$ cat src/rtl/etpu_array_sequencer.sv
// etpu_array_sequencer: runs one matrix-multiply tile through the NxN systolic array.
// Loads N weight rows, streams M activation rows, then writes M result rows once
// the 2N-cycle array latency has elapsed. Stall freezes sequencing and masks strobes.
// Optional macro ETPU_SEQ_PERF_EN enables the busy-cycle counter on perf_cycles.
module etpu_array_sequencer #(
    parameter int unsigned N      = 4,
    parameter int unsigned ADDR_W = 8,
    parameter int unsigned CNT_W  = 8
) (
    input  logic              wb_clk_i,
    input  logic              wb_rst_i,
    input  logic              cfg_start,
    input  logic [CNT_W-1:0]  cfg_rows,
    input  logic [ADDR_W-1:0] cfg_w_base,
    input  logic [ADDR_W-1:0] cfg_a_base,
    input  logic [ADDR_W-1:0] cfg_r_base,
    input  logic              stall,
    output logic              busy,
    output logic              done,
    output logic              w_rd_en,
    output logic [ADDR_W-1:0] w_rd_addr,
    output logic              arr_w_load,
    output logic [N-1:0]      arr_w_sel,
    output logic              a_rd_en,
    output logic [ADDR_W-1:0] a_rd_addr,
    output logic              arr_a_valid,
    output logic              arr_en,
    output logic              r_wr_en,
    output logic [ADDR_W-1:0] r_wr_addr,
    output logic [15:0]       perf_cycles
);

    localparam int unsigned DLY   = 2 * N;
    localparam int unsigned IDX_W = (N > 1) ? $clog2(N) : 1;

    typedef enum logic [2:0] {
        S_IDLE,
        S_LOAD_W,
        S_STREAM,
        S_DRAIN,
        S_DONE
    } state_t;

    state_t             state;
    logic [CNT_W-1:0]   cfg_rows_q;
    logic [ADDR_W-1:0]  cfg_a_base_q;
    logic [IDX_W-1:0]   w_idx;
    logic [CNT_W-1:0]   row_idx;
    logic               w_rd_en_q;
    logic [ADDR_W-1:0]  w_rd_addr_q;
    logic               arr_w_load_q;
    logic [N-1:0]       arr_w_sel_q;
    logic               a_rd_en_q;
    logic [ADDR_W-1:0]  a_rd_addr_q;
    logic [DLY-1:0]     dly;
    logic [ADDR_W-1:0]  r_wr_addr_q;
    logic               done_q;

    // Sequencer FSM with its counters, read strobes and the result delay line
    always_ff @(posedge wb_clk_i) begin
        if (wb_rst_i) begin
            state        <= S_IDLE;
            cfg_rows_q   <= '0;
            cfg_a_base_q <= '0;
            w_idx        <= '0;
            row_idx      <= '0;
            w_rd_en_q    <= 1'b0;
            w_rd_addr_q  <= '0;
            arr_w_load_q <= 1'b0;
            arr_w_sel_q  <= '0;
            a_rd_en_q    <= 1'b0;
            a_rd_addr_q  <= '0;
            dly          <= '0;
            r_wr_addr_q  <= '0;
            done_q       <= 1'b0;
        end else begin
            done_q <= 1'b0;
            if (state == S_IDLE) begin
                if (cfg_start) begin
                    cfg_rows_q   <= cfg_rows;
                    cfg_a_base_q <= cfg_a_base;
                    r_wr_addr_q  <= cfg_r_base;
                    if (cfg_rows == '0) begin
                        state  <= S_DONE;
                        done_q <= 1'b1;
                    end else begin
                        state       <= S_LOAD_W;
                        w_rd_en_q   <= 1'b1;
                        w_rd_addr_q <= cfg_w_base;
                        w_idx       <= '0;
                    end
                end
            end else if (state == S_DONE) begin
                state <= S_IDLE;
            end else if (!stall) begin
                // weight latch and select trail the weight read by one cycle
                arr_w_load_q <= w_rd_en_q;
                arr_w_sel_q  <= w_rd_en_q ? (N'(1) << w_idx) : '0;
                dly          <= {dly[DLY-2:0], a_rd_en_q};
                if (dly[DLY-1]) begin
                    r_wr_addr_q <= r_wr_addr_q + ADDR_W'(1);
                end
                if (state == S_LOAD_W) begin
                    if (w_idx == IDX_W'(N - 1)) begin
                        w_rd_en_q   <= 1'b0;
                        a_rd_en_q   <= 1'b1;
                        a_rd_addr_q <= cfg_a_base_q;
                        row_idx     <= '0;
                        state       <= S_STREAM;
                    end else begin
                        w_idx       <= w_idx + IDX_W'(1);
                        w_rd_addr_q <= w_rd_addr_q + ADDR_W'(1);
                    end
                end else if (state == S_STREAM) begin
                    if (row_idx == cfg_rows_q - CNT_W'(1)) begin
                        a_rd_en_q <= 1'b0;
                        state     <= S_DRAIN;
                    end else begin
                        row_idx     <= row_idx + CNT_W'(1);
                        a_rd_addr_q <= a_rd_addr_q + ADDR_W'(1);
                    end
                end else begin
                    // last write is leaving the delay line this edge
                    if (dly[DLY-2:0] == '0) begin
                        state  <= S_DONE;
                        done_q <= 1'b1;
                    end
                end
            end
        end
    end

    assign busy        = (state != S_IDLE);
    assign done        = done_q;
    assign arr_en      = busy & ~stall;
    assign w_rd_en     = w_rd_en_q & ~stall;
    assign w_rd_addr   = w_rd_addr_q;
    assign arr_w_load  = arr_w_load_q & ~stall;
    assign arr_w_sel   = arr_w_sel_q;
    assign a_rd_en     = a_rd_en_q & ~stall;
    assign a_rd_addr   = a_rd_addr_q;
    assign arr_a_valid = dly[0] & ~stall;
    assign r_wr_en     = dly[DLY-1] & ~stall;
    assign r_wr_addr   = r_wr_addr_q;

`ifdef ETPU_SEQ_PERF_EN
    logic [15:0] perf_q;

    // Saturating count of busy cycles, cleared when a start is accepted
    always_ff @(posedge wb_clk_i) begin
        if (wb_rst_i) begin
            perf_q <= '0;
        end else if (state == S_IDLE && cfg_start) begin
            perf_q <= '0;
        end else if (busy && perf_q != 16'hFFFF) begin
            perf_q <= perf_q + 16'd1;
        end
    end

    assign perf_cycles = perf_q;
`else
    assign perf_cycles = '0;
`endif

endmodule

$ cat config.mk
export PLATFORM = sky130hd
export DESIGN_NAME = etpu_array_sequencer
export DESIGN_NICKNAME = d
export VERILOG_FILES = /design/src/rtl/etpu_array_sequencer.sv
export SDC_FILE = /design/constraint.sdc
export NUM_CORES = 1
export LEC_CHECK = 0
export BUFFER_PORTS_ARGS = -buffer_cell sky130_fd_sc_hd__buf_2
export CAP_MARGIN = 10
export CORE_ASPECT_RATIO = 1.1
export CORE_UTILIZATION = 40
export DETAILED_ROUTE_END_ITERATION = 8
export PLACE_DENSITY_LB_ADDON = 0.1
export SLEW_MARGIN = 0
export SYNTH_ARGS = -nofsm -noshare
export SYNTH_HDL_FRONTEND = slang
export SYNTH_SLANG_ARGS = --single-unit
$ cat constraint.sdc
create_clock -name wb_clk_i -period 4.4 [get_ports wb_clk_i]
set_clock_uncertainty 0.15 [all_clocks]
set_input_delay 0.22 -clock wb_clk_i [delete_from_list [all_inputs] [get_ports wb_clk_i]]
set_output_delay 0.22 -clock wb_clk_i [all_outputs]
set_load 0.01 [all_outputs]
Yosys cells after proc, flatten, opt, wreduce, memory -nomap -nowiden:

Index checks and enable logic that the tools add are counted.

* register bits: 69
* input port bits: 36
* output and inout port bits: 52
* logic and storage cells: 120

* add/sub/neg operators: 6
* eq/ne operators: 15
* shifts and indexed selects: 1
* muxes and demuxes: 57
* bitwise gates (word level): 9
* reduce and logical (&&, ||, !) cells: 18

Operator list (count)
* 8-bit 2-to-1 mux: 20
* 8-bit by 1-bit adder with 8-bit output, second input constant: 4
* 3-bit 2-to-1 mux: 10
* 6-bit AND reduction: 4
* 1-bit 2-to-1 mux: 19
* 2-bit 2-to-1 mux: 7
* 2-bit != test, second input constant: 5
* 2-bit nonzero test: 5
* 8-bit equality test: 1
* 8-bit logical NOT: 1
* 8-bit by 1-bit subtractor with 8-bit output, second input constant: 1
* 7-bit logical NOT: 1
* 1-bit bitwise AND: 6
* 5-bit by 4-bit != test with 1-bit output, second input constant: 1
* 5-bit AND reduction: 1
* 5-bit nonzero test: 1
* 4-bit 2-to-1 mux: 1
* 2-bit by 1-bit != test with 1-bit output, second input constant: 2
* 4-bit by 3-bit != test with 1-bit output, second input constant: 1
* 4-bit AND reduction: 1
* 1-bit by 2-bit << shifter with 4-bit output, first input constant: 1
* 3-bit by 1-bit equality test with 1-bit output, second input constant: 1
* 3-bit by 2-bit equality test with 1-bit output, second input constant: 1
* 3-bit equality test, second input constant: 1
* other kinds (8): 10

Longest topological paths before layout:

Gate-level depths: netlist of run 1.

* depth in word-level cells: 8
* gate-level depth with buffers: 11

Worst setup path after synthesis of run 1:

OpenSTA, ideal clock, no wires.

* path kind: reg-to-reg
* start: register cfg_rows_q[0]
* end: register a_rd_addr_q[2] (netlist: a_rd_addr[2])
* arrival: 2.227 ns
* setup slack: 1.891 ns
* cell stages (with the launch flop): 12
* buffers on the path: 2
* path through: dfxtp_1 > clkbuf_1 > inv_1 > ha_1 > nor4b_1 > xnor2_1 > nor4_1 > o2111ai_4 > a21boi_1 > buf_4 > mux2i_1 > a21oi_1

* word-level cells in the longest chain between the ends: 4

RTL lines
* start, declared: line 45 `logic [CNT_W-1:0] cfg_rows_q;`
* start signal, assigned: line 80 `cfg_rows_q <= cfg_rows;`
* 8-bit by 1-bit subtractor with 8-bit output: line 115 `if (row_idx == cfg_rows_q - CNT_W'(1)) begin`
* 8-bit equality test: line 115
* 2-bit != test (no source line)
* 6-bit AND reduction (no source line)
* end signal, assigned: line 107 `a_rd_addr_q <= cfg_a_base_q;`
* end signal, assigned: line 120 `a_rd_addr_q <= a_rd_addr_q + ADDR_W'(1);`
* end, declared: line 54 `logic [ADDR_W-1:0] a_rd_addr_q;`

Every way passes these cells.
A chain may end at the register's enable or synchronous reset.

Final worst setup path of run 1:

* start: register cfg_rows_q[2]
* end: register a_rd_addr_q[2] (netlist: a_rd_addr[2])

Same word-level chain as after synthesis.

==> results.ini, run 1 <==
[floorplanning]
die-area_mm2=0.00965
rows=36
fp.dieW_um=93.7
ioPinCount=88
die_h_um=103
initial_utilization_pct=41.5
coreArea_mm2=0.00892

[detailed_routing]
vias=3581
postRouteAntennaNets=0
wl_per_cell_um=13.0
drtIter0Drc=139
drc=0
viasPerCell=5.17
drt_wl_total_um=9000
dr.pass1.iters=4

[worst_setup_path]
path_buf_inv=1
cp_cell_sequence=or3_1 -> o31a_1 -> nor4_1 -> o2111ai_4 -> a21boi_1 -> buf_4 -> mux2i_1 -> a21oi_1
slowest_stage=nor4_1
critical_path_class=reg -> reg
critical_path_arrival_ps=2780
critical-path-max-stage-delay_ps=440
crit_required_ps=4460
endpoint_kind=flip-flop
path_max_fanout=10
cpLargestDelayFamily=simple AND/OR/NAND/NOR gates
critPathLaunchType=flip-flop

[clocking]
cts_sinks=69
clk_path_buf_depth=2
cts_tree=yes
cts_made_buffers=9
clk_pin_slew_ps=70
clkLatencyLatePin_ps=350
cts_setup_buffers=0
cts-htree-levels=3
cts_root_buf=clkbuf_8

[global_routing]
first_global_vias=3138
antenna_found_initial=0
grt_usage_pct=19.1
grt_overflow=0
grt_max_degree=65
grt_pass1_wl_um=14500

[power]
ir_drop_mv=0.270
power.density_mw_per_mm2=515
p_leak_uw=0.00190

[layout]
nets=620
final_cells=692
final_cell_mix=100 x nand2_1, 71 x buf_2, 69 x dfxtp_1
diodes=0
layout-drive-gt1-share_pct=17.0
fillCellCount=919
final_common_cell=nand2_1
area_growth_pct=20.3

[synthesis]
syn_area_mm2=0.00370
synth_edf_count=0
synth_warnings=0
ys_ff_latch=69
synth.top_cell.area_share_pct=37.3
synth_cell_types=46
synth_area_leaders=dfxtp_1 37%, nand2_1 10%, a21oi_1 7.0%
synth_top_flop_cell=dfxtp_1
synth_area_leader_cell=dfxtp_1
syn_avg_cell_area_um2=7.47
synthCells=496
async_reset_ff_share_pct=0
ys_seq_area_share_pct=37.3

[flow_run]
drv_cap=0

[outcome]
status=completed

[sta]
tns_ps=0
slew_headroom_pct=49.5
finalSetupViolations=0
rsz0062_at_grt=false
finalCritPeriodShare_pct=61.8
timing.final.hold_violations=0
drv_slew=0
fin_crit_ps=2720
fmax_mhz=368
worstMarginPinSlew_ps=757

[place]
place_inst=657
routabilityCongestion=0.777
numPortBuffers=71
dp_hpwl_um=6020

[min_path]
hold_path_class=in -> reg

-- logic make-up (layout without fill, tap and decap cells) --
| logic type | after synthesis | after routing | synth area share, % |
|---|---|---|---|
| XOR/XNOR | 12 | 12 | 2.84 |
| other | 1 | 16 | 0.101 |
| flip-flops | 69 | 69 | 37.3 |
| multiplexers | 9 | 9 | 2.43 |
| AND/OR/NAND/NOR | 219 | 219 | 26.9 |
| AO/OA/AOI/OAI | 124 | 124 | 20.3 |
| buffers and inverters | 53 | 120 | 7.09 |
| adder cells (fa/ha/maj) | 9 | 9 | 3.04 |
-- path summary, 6_finish.rpt --
check	from	to	cells past startpoint	slack, ps
setup / recovery	cfg_rows_q[2]$_SDFFE_PP0P_	a_rd_addr[2]$_SDFFE_PP0P_	8	1680
hold reg to reg	arr_w_sel[1]$_SDFFE_PP0P_	arr_w_sel[1]$_SDFFE_PP0P_	2	300
setup reg to reg	cfg_rows_q[2]$_SDFFE_PP0P_	a_rd_addr[2]$_SDFFE_PP0P_	8	1680
hold / removal	cfg_w_base[6]	w_rd_addr[6]$_SDFFE_PP0P_	5	80
-- cells in the mapped netlist (3+ instances only) --
library cell and count:
xor2_1 3, inv_1 8, dfxtp_1 69, and3_1 9, o21ai_1 5, mux2i_1 9, a31oi_1 8, clkbuf_1 27
ha_1 9, xnor2_1 9, a22oi_1 10, buf_4 17, a21oi_1 52, nor4_1 6, nand3_1 28, nand3b_1 3
nor2b_1 7, o21ai_0 22, nor2_1 39, or4_1 3, nor3_1 7, or3_1 3, o31ai_1 11, nand2_1 100
nand2b_1 6
-- metrics by stage --
| step | worst slack [ps] | cell area (um2) | utilization (%) | hold WS (ps) | power [uW] |
|---|---|---|---|---|---|
| 2_1_floorplan | 1890 | 3760 | - | 206 | 1580 |
| 3_3_place_gp | 1740 | 4080 | 45.7 | 289 | 1830 |
| 3_5_place_dp | 1670 | 4080 | 45.7 | 294 | 1840 |
| 4_1_cts | 1670 | 4460 | 50.0 | 68.4 | 2320 |
| 5_1_grt | 1400 | 4460 | 50.0 | 107 | 2490 |
| 6_report | 1680 | 4460 | 50.0 | 75.7 | 2300 |
-- worst min-delay path, cell delays in order --
cell and delay (ps):
buf_2 70, nand2_1 40, o31ai_1 60, a22oi_1 80
nor2_1 70
-- per-layer routing --
layer | vias to the layer above | track usage [%] | part of all wire, %
met5 | - | 0 | 0
met4 | 0 | 8.88 | 1.9
met3 | 12 | 3.54 | 4.0
met2 | 77 | 31.2 | 45
met1 | 1640 | 24.5 | 49
li1 | 1852 | - | -
-- power by group --
part	internal, uW	switching (uW)	total [uW]
clock network	228	229	457
logic	364	605	969
registers	734	137	871
-- cell type report --
| type | count | area (um2) | area share [%] |
|---|---|---|---|
| multi-input combinational | 389 | 2130 | 47.7 |
| inverter | 8 | 30.0 | 0.674 |
| clock buffer | 12 | 155 | 3.48 |
| clock inverter | 2 | 10.0 | 0.225 |
| sequential | 69 | 1380 | 31.0 |
| tap | 114 | 143 | 3.20 |
| timing repair buffer | 98 | 611 | 13.7 |
-- state kept, by name (all words and copies together) (netlist names) --
register and flops:
a_rd_en_q 1, w_rd_addr 8, w_rd_en_q 1, dly 8
done 1, row_idx 8, state 3, cfg_a_base_q 8
arr_w_load_q 1, arr_w_sel 4, r_wr_addr 8, cfg_rows_q 8
a_rd_addr 8, w_idx 2
-- what timing repair did --
action / in CTS / in global routing
endpoints found under the hold margin: 21 / 0
hold buffers: 21 / 0
endpoints found under the setup margin: 0 / 0
resized for setup: 0 / 0
No activity file was read; power rests on OpenSTA's default activity.
==> run 2: changes to the inputs <==
- ABC_AREA: default -> 1
- clock period: 4.4 -> 2.3 ns (I/O delays scaled with it)
==> results.ini, run 2 <==
[outcome]
status=completed  ; unchanged

[floorplanning]
rows=37  ; was 36
initial_utilization_pct=41.2  ; was 41.5%
die_h_um=105  ; was 103 um
die-area_mm2=0.0101  ; was 0.00965 mm2
fp.dieW_um=95.9  ; was 93.7 um
coreArea_mm2=0.00940  ; was 0.00892 mm2
ioPinCount=88  ; unchanged

[synthesis]
synthCells=552  ; was 496
synth_cell_types=39  ; was 46
async_reset_ff_share_pct=0  ; unchanged
synth-xor-area-share_pct=3.16  ; was 2.84%
synth_edf_count=0  ; unchanged
synth_compound_area_share_pct=20.1  ; was 20.3%
ys_ff_latch=69  ; unchanged
synth_area_leaders=dfxtp_1 36%, nand2_1 9.4%, nor2_1 6.5%  ; was dfxtp_1 37%, nand2_1 10%, a21oi_1 7.0%
ys_seq_area_share_pct=35.6  ; was 37.3%
syn_avg_cell_area_um2=7.02  ; was 7.47 um2
synth_warnings=0  ; unchanged
synthMuxAreaShare_pct=0  ; was 2.43%
synthAdderAreaFrac_pct=2.91  ; was 3.04%
syn_area_mm2=0.00388  ; was 0.00370 mm2
synth.top_cell.area_share_pct=35.6  ; was 37.3%
synth_top_flop_cell=dfxtp_1  ; unchanged
synth_area_leader_cell=dfxtp_1  ; unchanged
synthTopCellsByCount=97 x nand2_1, 69 x dfxtp_1, 67 x nor2_1, 50 x o21ai_0, 47 x inv_1  ; was 100 x nand2_1, 69 x dfxtp_1, 52 x a21oi_1, 39 x nor2_1, 28 x nand3_1
synth.most_common_cell=nand2_1  ; unchanged
synthSimpleGateAreaFrac_pct=27.3  ; was 26.9%
synth_top_family_by_area=simple AND/OR/NAND/NOR gates  ; unchanged

[layout]
final_common_cell=nand2_1  ; unchanged
fillCellCount=958  ; was 919
final_cell_mix=95 x nand2_1, 71 x buf_2, 69 x dfxtp_1  ; was 100 x nand2_1, 71 x buf_2, 69 x dfxtp_1
nets=705  ; was 620
utilization_pct=51.7  ; was 50.0%
area_growth_pct=25.3  ; was 20.3%
diodes=0  ; unchanged
layout-drive-gt1-share_pct=23.2  ; was 17.0%

[global_routing]
first_global_vias=3564  ; was 3,138
grt_max_degree=38  ; was 65
grtUsageMet3_pct=3.97  ; was 3.54%
grt_pass1_wl_um=16300  ; was 14,500 um
grt_use_met2_pct=35.0  ; was 31.2%
grt_usage_pct=20.7  ; was 19.1%
grt_overflow=0  ; unchanged
top_usage_layer=met2  ; unchanged
antenna_found_initial=0  ; unchanged
grt.met1_usage_pct=25.2  ; was 24.5%

[worst_setup_path]
critical_path_class=reg -> reg  ; unchanged
reg2reg_depth=12  ; was 8
critical_path_arrival_ps=2280  ; was 2780 ps
critPathLaunchType=flip-flop  ; unchanged
crit_required_ps=2430  ; was 4460 ps
r2r_end=row_idx[6]$_SDFFE_PP0P_  ; was a_rd_addr[2]$_SDFFE_PP0P_
cp-startpoint=cfg_rows_q[0]$_SDFFE_PP0P_  ; was cfg_rows_q[2]$_SDFFE_PP0P_
path_max_fanout=9  ; was 10
reg2reg_slack_ps=160  ; was 1680 ps
rr_startpoint=cfg_rows_q[0]$_SDFFE_PP0P_  ; was cfg_rows_q[2]$_SDFFE_PP0P_
endpoint_kind=flip-flop  ; unchanged
cp-endpoint=row_idx[6]$_SDFFE_PP0P_  ; was a_rd_addr[2]$_SDFFE_PP0P_

[place]
dp_hpwl_um=6950  ; was 6020 um
routabilityCongestion=0.831  ; was 0.777
numPortBuffers=71  ; unchanged
pre_cts_ws_ps=95.5  ; was 1670 ps

[detailed_routing]
vias=3799  ; was 3,581
dr.pass1.iters=4  ; unchanged
drt_wl_total_um=9940  ; was 9000 um
wl_per_cell_um=12.7  ; was 13.0 um
drtIter0Drc=113  ; was 139
postRouteAntennaNets=0  ; unchanged
drc=0  ; unchanged
viasPerCell=4.86  ; was 5.17

[sta]
finalSetupViolations=0  ; unchanged
worst_slack_ps=157  ; was 1680 ps
fin_crit_ps=2140  ; was 2720 ps
drv_slew=0  ; unchanged
rsz0062_at_grt=false  ; unchanged
finalCritPeriodShare_pct=93.2  ; was 61.8%
timing.final.hold_violations=0  ; unchanged
fmax_mhz=467  ; was 368 MHz
tns_ps=0  ; unchanged

[power]
power.density_mw_per_mm2=957  ; was 515 mW/mm2
power_uw=4650  ; was 2300 uW
ir_drop_mv=0.502  ; was 0.270 mV
p_leak_uw=0.00212  ; was 0.00190 uW

[clocking]
cts-htree-levels=3  ; unchanged
cts_tree=yes  ; unchanged
cts_made_buffers=9  ; unchanged
clk_pin_slew_ps=70  ; about the same
clk_path_buf_depth=2  ; unchanged
cts_sinks=69  ; unchanged
clkLatencyLatePin_ps=350  ; about the same
cts_root_buf=clkbuf_8  ; unchanged

[min_path]
hold_path_class=in -> reg  ; unchanged

[flow_run]
drv_cap=0  ; unchanged

[run 2: cell types whose count changed after synthesis, moves of 7 or more]
| cell | change |
|---|---|
| clkbuf_1 | -13 |
| inv_2 | +8 |
| nand2_2 | +9 |
| inv_1 | +39 |
| nor2_1 | +28 |
| and3_1 | -9 |
| o31ai_1 | -11 |
| mux2i_1 | -9 |
| o21ai_0 | +28 |
| nor2b_1 | -7 |
| a22oi_1 | -10 |
| a21oi_2 | +7 |
| a21oi_1 | -7 |
[run 2: layout make-up]
cell class                      count  area, um2  share of cell area (%)
Multi-Input combinational cell    408       2170                    44.7
Sequential cell                    69       1380                    28.4
Timing Repair Buffer              117        796                    16.4
Inverter                           55        206                    4.25
Tap cell                          117        146                    3.01
Clock buffer                       10        128                    2.63
Clock inverter                      5       28.8                   0.593
[run 2: worst max-delay path, stage by stage, from the launching register on]
cell	delay [ps]
dfxtp_1	320
inv_2	100
ha_1	210
nand2_1	100
nor2_2	120
xor2_1	200
nand2_1	90
nor2_2	210
nand3_4	160
nand2_8	140
buf_4	130
nand2_2	40
a21oi_2	110
[run 2: cells by family after synthesis]
| group | count (synthesis) |
|---|---|
| DFF | 69 |
| and+or+nand+nor | 236 |
| other | 1 |
| buffers and inverters | 91 |
| adders and majority gates | 9 |
| xor gates and xnor gates | 14 |
| AOI/OAI and AO/OA | 132 |
[run 2: worst min-delay path by stage]
| stage | cells past startpoint | startpoint | slack (ps) | end |
|---|---|---|---|---|
| after floorplan | 2 | cfg_r_base[0] | 110 | r_wr_addr[0]$_SDFFE_PP0P_ |
| after detailed placement | 3 | cfg_w_base[0] | 200 | w_rd_addr[0]$_SDFFE_PP0P_ |
| after CTS | 5 | cfg_r_base[7] | 8 | r_wr_addr[7]$_SDFFE_PP0P_ |
| after global routing | 3 | cfg_r_base[6] | 70 | r_wr_addr[6]$_SDFFE_PP0P_ |
| after global placement | 3 | cfg_w_base[0] | 200 | w_rd_addr[0]$_SDFFE_PP0P_ |
| final | 3 | cfg_rows[0] | 20 | cfg_rows_q[0]$_SDFFE_PP0P_ |
[run 2: metal layers]
layer / share of wire [%] / up-vias
li1: - / 2003
met1: 45 / 1696
met2: 49 / 89
met3: 4.3 / 11
met4: 1.7 / 0
met5: 0 / -
[run 2: what timing repair did]
action                                  CTS  global route
endpoints found under the setup margin    0            11
hold buffers                             28             0
resized for setup                         0             6
hold endpoints to repair                 28             0
setup buffers                             0             8
[run 2: power by group]
group / leakage [uW] / internal [uW] / switching (uW)
registers: 0.000565 / 1470 / 242
clock network: 0.0000856 / 380 / 453
logic: 0.00147 / 786 / 1320
[run 2: metrics by stage]
step / cells / cell area (um2) / hold slack (ps)
6_report: 781 / 4860 / 20.6
5_1_grt: 781 / 4860 / 70.3
3_3_place_gp: 729 / 4310 / 197
3_5_place_dp: 729 / 4310 / 205
4_1_cts: 772 / 4750 / 7.94
2_1_floorplan: 567 / 3930 / 109
==> run 3: changes to the inputs <==
- CTS_BUF_LIST: default -> sky130_fd_sc_hd__clkbuf_4 sky130_fd_sc_hd__clkbuf_8 sky130_fd_sc_hd__clkbuf_16
- GPL_TIMING_DRIVEN: default -> 0
- SLEW_MARGIN: 0 -> default
==> results.ini, run 3 (synthesis gave the netlist of run 2 again) <==
[outcome]
status=completed  ; unchanged

[clocking]
cts_made_buffers=9  ; unchanged
clkLatencyLatePin_ps=350  ; about the same
cts_root_buf=clkbuf_8  ; unchanged
clk_pin_slew_ps=90  ; was 70 ps
cts_sinks=69  ; unchanged
cts-htree-levels=3  ; unchanged
cts_tree=yes  ; unchanged
clk_path_buf_depth=2  ; unchanged

[global_routing]
grt_pass1_wl_um=17300  ; was 16,300 um
first_global_vias=3770  ; was 3,564
grt_max_degree=13  ; was 38
grt_overflow=0  ; unchanged
grt_usage_pct=22.1  ; was 20.7%
antenna_found_initial=0  ; unchanged

[detailed_routing]
drt_wl_total_um=10700  ; was 9940 um
drtIter0Drc=124  ; was 113
wl_per_cell_um=13.4  ; was 12.7 um
dr.pass1.iters=5  ; was 4
vias=3979  ; was 3,799
viasPerCell=4.95  ; was 4.86
drc=0  ; unchanged
postRouteAntennaNets=0  ; unchanged

[floorplanning]
die_h_um=105  ; unchanged
coreArea_mm2=0.00940  ; unchanged
ioPinCount=88  ; unchanged
rows=37  ; unchanged
die-area_mm2=0.0101  ; unchanged
initial_utilization_pct=41.2  ; unchanged
fp.dieW_um=95.9  ; unchanged

[sta]
fin_crit_ps=2170  ; was 2140 ps
fmax_mhz=461  ; was 467 MHz
finalCritPeriodShare_pct=94.3  ; was 93.2%
slew_headroom_pct=49.1
finalSetupViolations=0  ; unchanged
rsz0062_at_grt=true  ; was false
worstMarginPinSlew_ps=763
timing.final.hold_violations=0  ; unchanged
tns_ps=0  ; unchanged
drv_slew=0  ; unchanged

[power]
combPwrFrac_pct=44.6  ; was 45.3%
power.density_mw_per_mm2=964  ; was 957 mW/mm2
intPower_uw=2670  ; was 2630 uW
switching_share_pct=44.4  ; was 43.3%
p_sw_uw=2130  ; was 2010 uW
power_frac_seq_pct=35.8  ; was 36.8%
ir_drop_mv=0.508  ; was 0.502 mV
p_leak_uw=0.00218  ; was 0.00212 uW
p_clk_share_pct=19.6  ; was 17.9%

[worst_setup_path]
path_max_fanout=10  ; was 9
rr_startpoint=state[2]$_SDFFE_PP0P_  ; was cfg_rows_q[0]$_SDFFE_PP0P_
r2r_end=a_rd_addr[7]$_SDFFE_PP0P_  ; was row_idx[6]$_SDFFE_PP0P_
critical_path_arrival_ps=2280  ; about the same
crit_required_ps=2410  ; was 2430 ps
critical_path_class=reg -> reg  ; unchanged
critPathLaunchType=flip-flop  ; unchanged
reg2reg_slack_ps=130  ; was 160 ps
endpoint_kind=flip-flop  ; unchanged
reg2reg_depth=9  ; was 12

[place]
dp_hpwl_um=7720  ; was 6950 um
numPortBuffers=71  ; unchanged
routabilityCongestion=0.795  ; was 0.831
post_dp_cell_area_mm2=0.00443  ; was 0.00431 mm2

[min_path]
whs_path_depth=3  ; unchanged
min-delay-start=cfg_r_base[6]  ; was cfg_rows[0]
hold_path_class=in -> reg  ; unchanged
hold_end=r_wr_addr[6]$_SDFFE_PP0P_  ; was cfg_rows_q[0]$_SDFFE_PP0P_

[flow_run]
drv_cap=0  ; unchanged

[layout]
diodes=0  ; unchanged
nets=727  ; was 705
fillCellCount=971  ; was 958
fin_area_mm2=0.00497  ; was 0.00486 mm2
final_common_cell=nand2_1  ; unchanged
final_cell_mix=95 x nand2_1, 76 x buf_2, 68 x dfxtp_1  ; was 95 x nand2_1, 71 x buf_2, 69 x dfxtp_1
regArea_mm2=0.00138  ; about the same
layout-drive-gt1-share_pct=24.2  ; was 23.2%
multiInputGateArea_mm2=0.00216  ; was 0.00217 mm2
area_growth_pct=28.3  ; was 25.3%

## run 3: changes by cell type in the layout (fill, tap and decap cells not counted), moves of 3 or more
cell and delta:
clkbuf_1 +12, buf_2 +5, buf_4 +4, clkinv_2 -3, clkinvlp_4 +3
## run 3: power groups by stage
stage / clock [uW] / combinational [uW] / sequential [uW]
floorplan: 0 / 1410 / 1760
finish: 939 / 2140 / 1710
detailed placement: 0 / 2060 / 1740
CTS: 958 / 2120 / 1710
global placement: 0 / 2030 / 1730
global route: 1010 / 2410 / 1750
## run 3: repair_timing
| item | 4_1_cts | 5_1_grt |
|---|---|---|
| gates resized for setup | 0 | 11 |
| setup buffers | 2 | 2 |
| setup endpoints to repair | 7 | 21 |
| hold buffers | 29 | 0 |
| endpoints found under the hold margin | 28 | 0 |
## run 3: critical path: stages (launching register included)
cell and delay, ps:
dfxtp_1 370, nor2_2 220, nand2_4 160, nand2_2 130
inv_2 50, a211oi_4 510, nand2_8 120, buf_4 160
o21bai_1 150, nor2_1 60
## run 3: layout make-up
type / count / share of cell area [%]
multi-input combinational: 407 / 43.5
sequential: 69 / 27.8
timing repair buffer: 104 / 13.6
buffer: 36 / 4.40
inverter: 55 / 4.15
tap: 117 / 2.94
clock buffer: 11 / 2.92
clock inverter: 5 / 0.730
## run 3: metrics by stage
| stage | util (%) | instances | hold WS (ps) | total power (uW) | worst slack (ps) |
|---|---|---|---|---|---|
| floorplan | - | 567 | 109 | 3160 | 331 |
| global placement | 47.2 | 755 | 202 | 3760 | 26.1 |
| detailed placement | 47.2 | 755 | 207 | 3800 | 8.43 |
| CTS | 52.4 | 802 | 3.90 | 4790 | 2.55 |
| global route | 52.9 | 804 | 53.6 | 5160 | -20.9 |
| finish | 52.9 | 804 | 21.3 | 4790 | 131 |
## run 3: worst max path at each step
stage | slack (ps) | depth (start not counted) | from | endpoint
floorplan | 330 | 15 | cfg_rows_q[0]$_SDFFE_PP0P_ | row_idx[2]$_SDFFE_PP0P_
global placement | 30 | 13 | cfg_rows_q[0]$_SDFFE_PP0P_ | row_idx[5]$_SDFFE_PP0P_
detailed placement | 8 | 13 | cfg_rows_q[0]$_SDFFE_PP0P_ | row_idx[4]$_SDFFE_PP0P_
CTS | 3 | 6 | state[0]$_SDFFE_PP0P_ | busy
global route | -20 | 15 | cfg_rows_q[1]$_SDFFE_PP0P_ | row_idx[5]$_SDFFE_PP0P_
finish | 130 | 9 | state[2]$_SDFFE_PP0P_ | a_rd_addr[7]$_SDFFE_PP0P_
## run 3: metal layers
metal / vias to the layer above / wire length [um] / share of wire (%) / GRT usage, %
met5: - / 0 / 0 / 0
met3: 12 / 526 / 4.9 / 5.19
met4: 0 / 153 / 1.4 / 6.29
met2: 101 / 5200 / 48 / 37.9
met1: 1818 / 4870 / 45 / 27.2
li1: 2048 / - / - / -
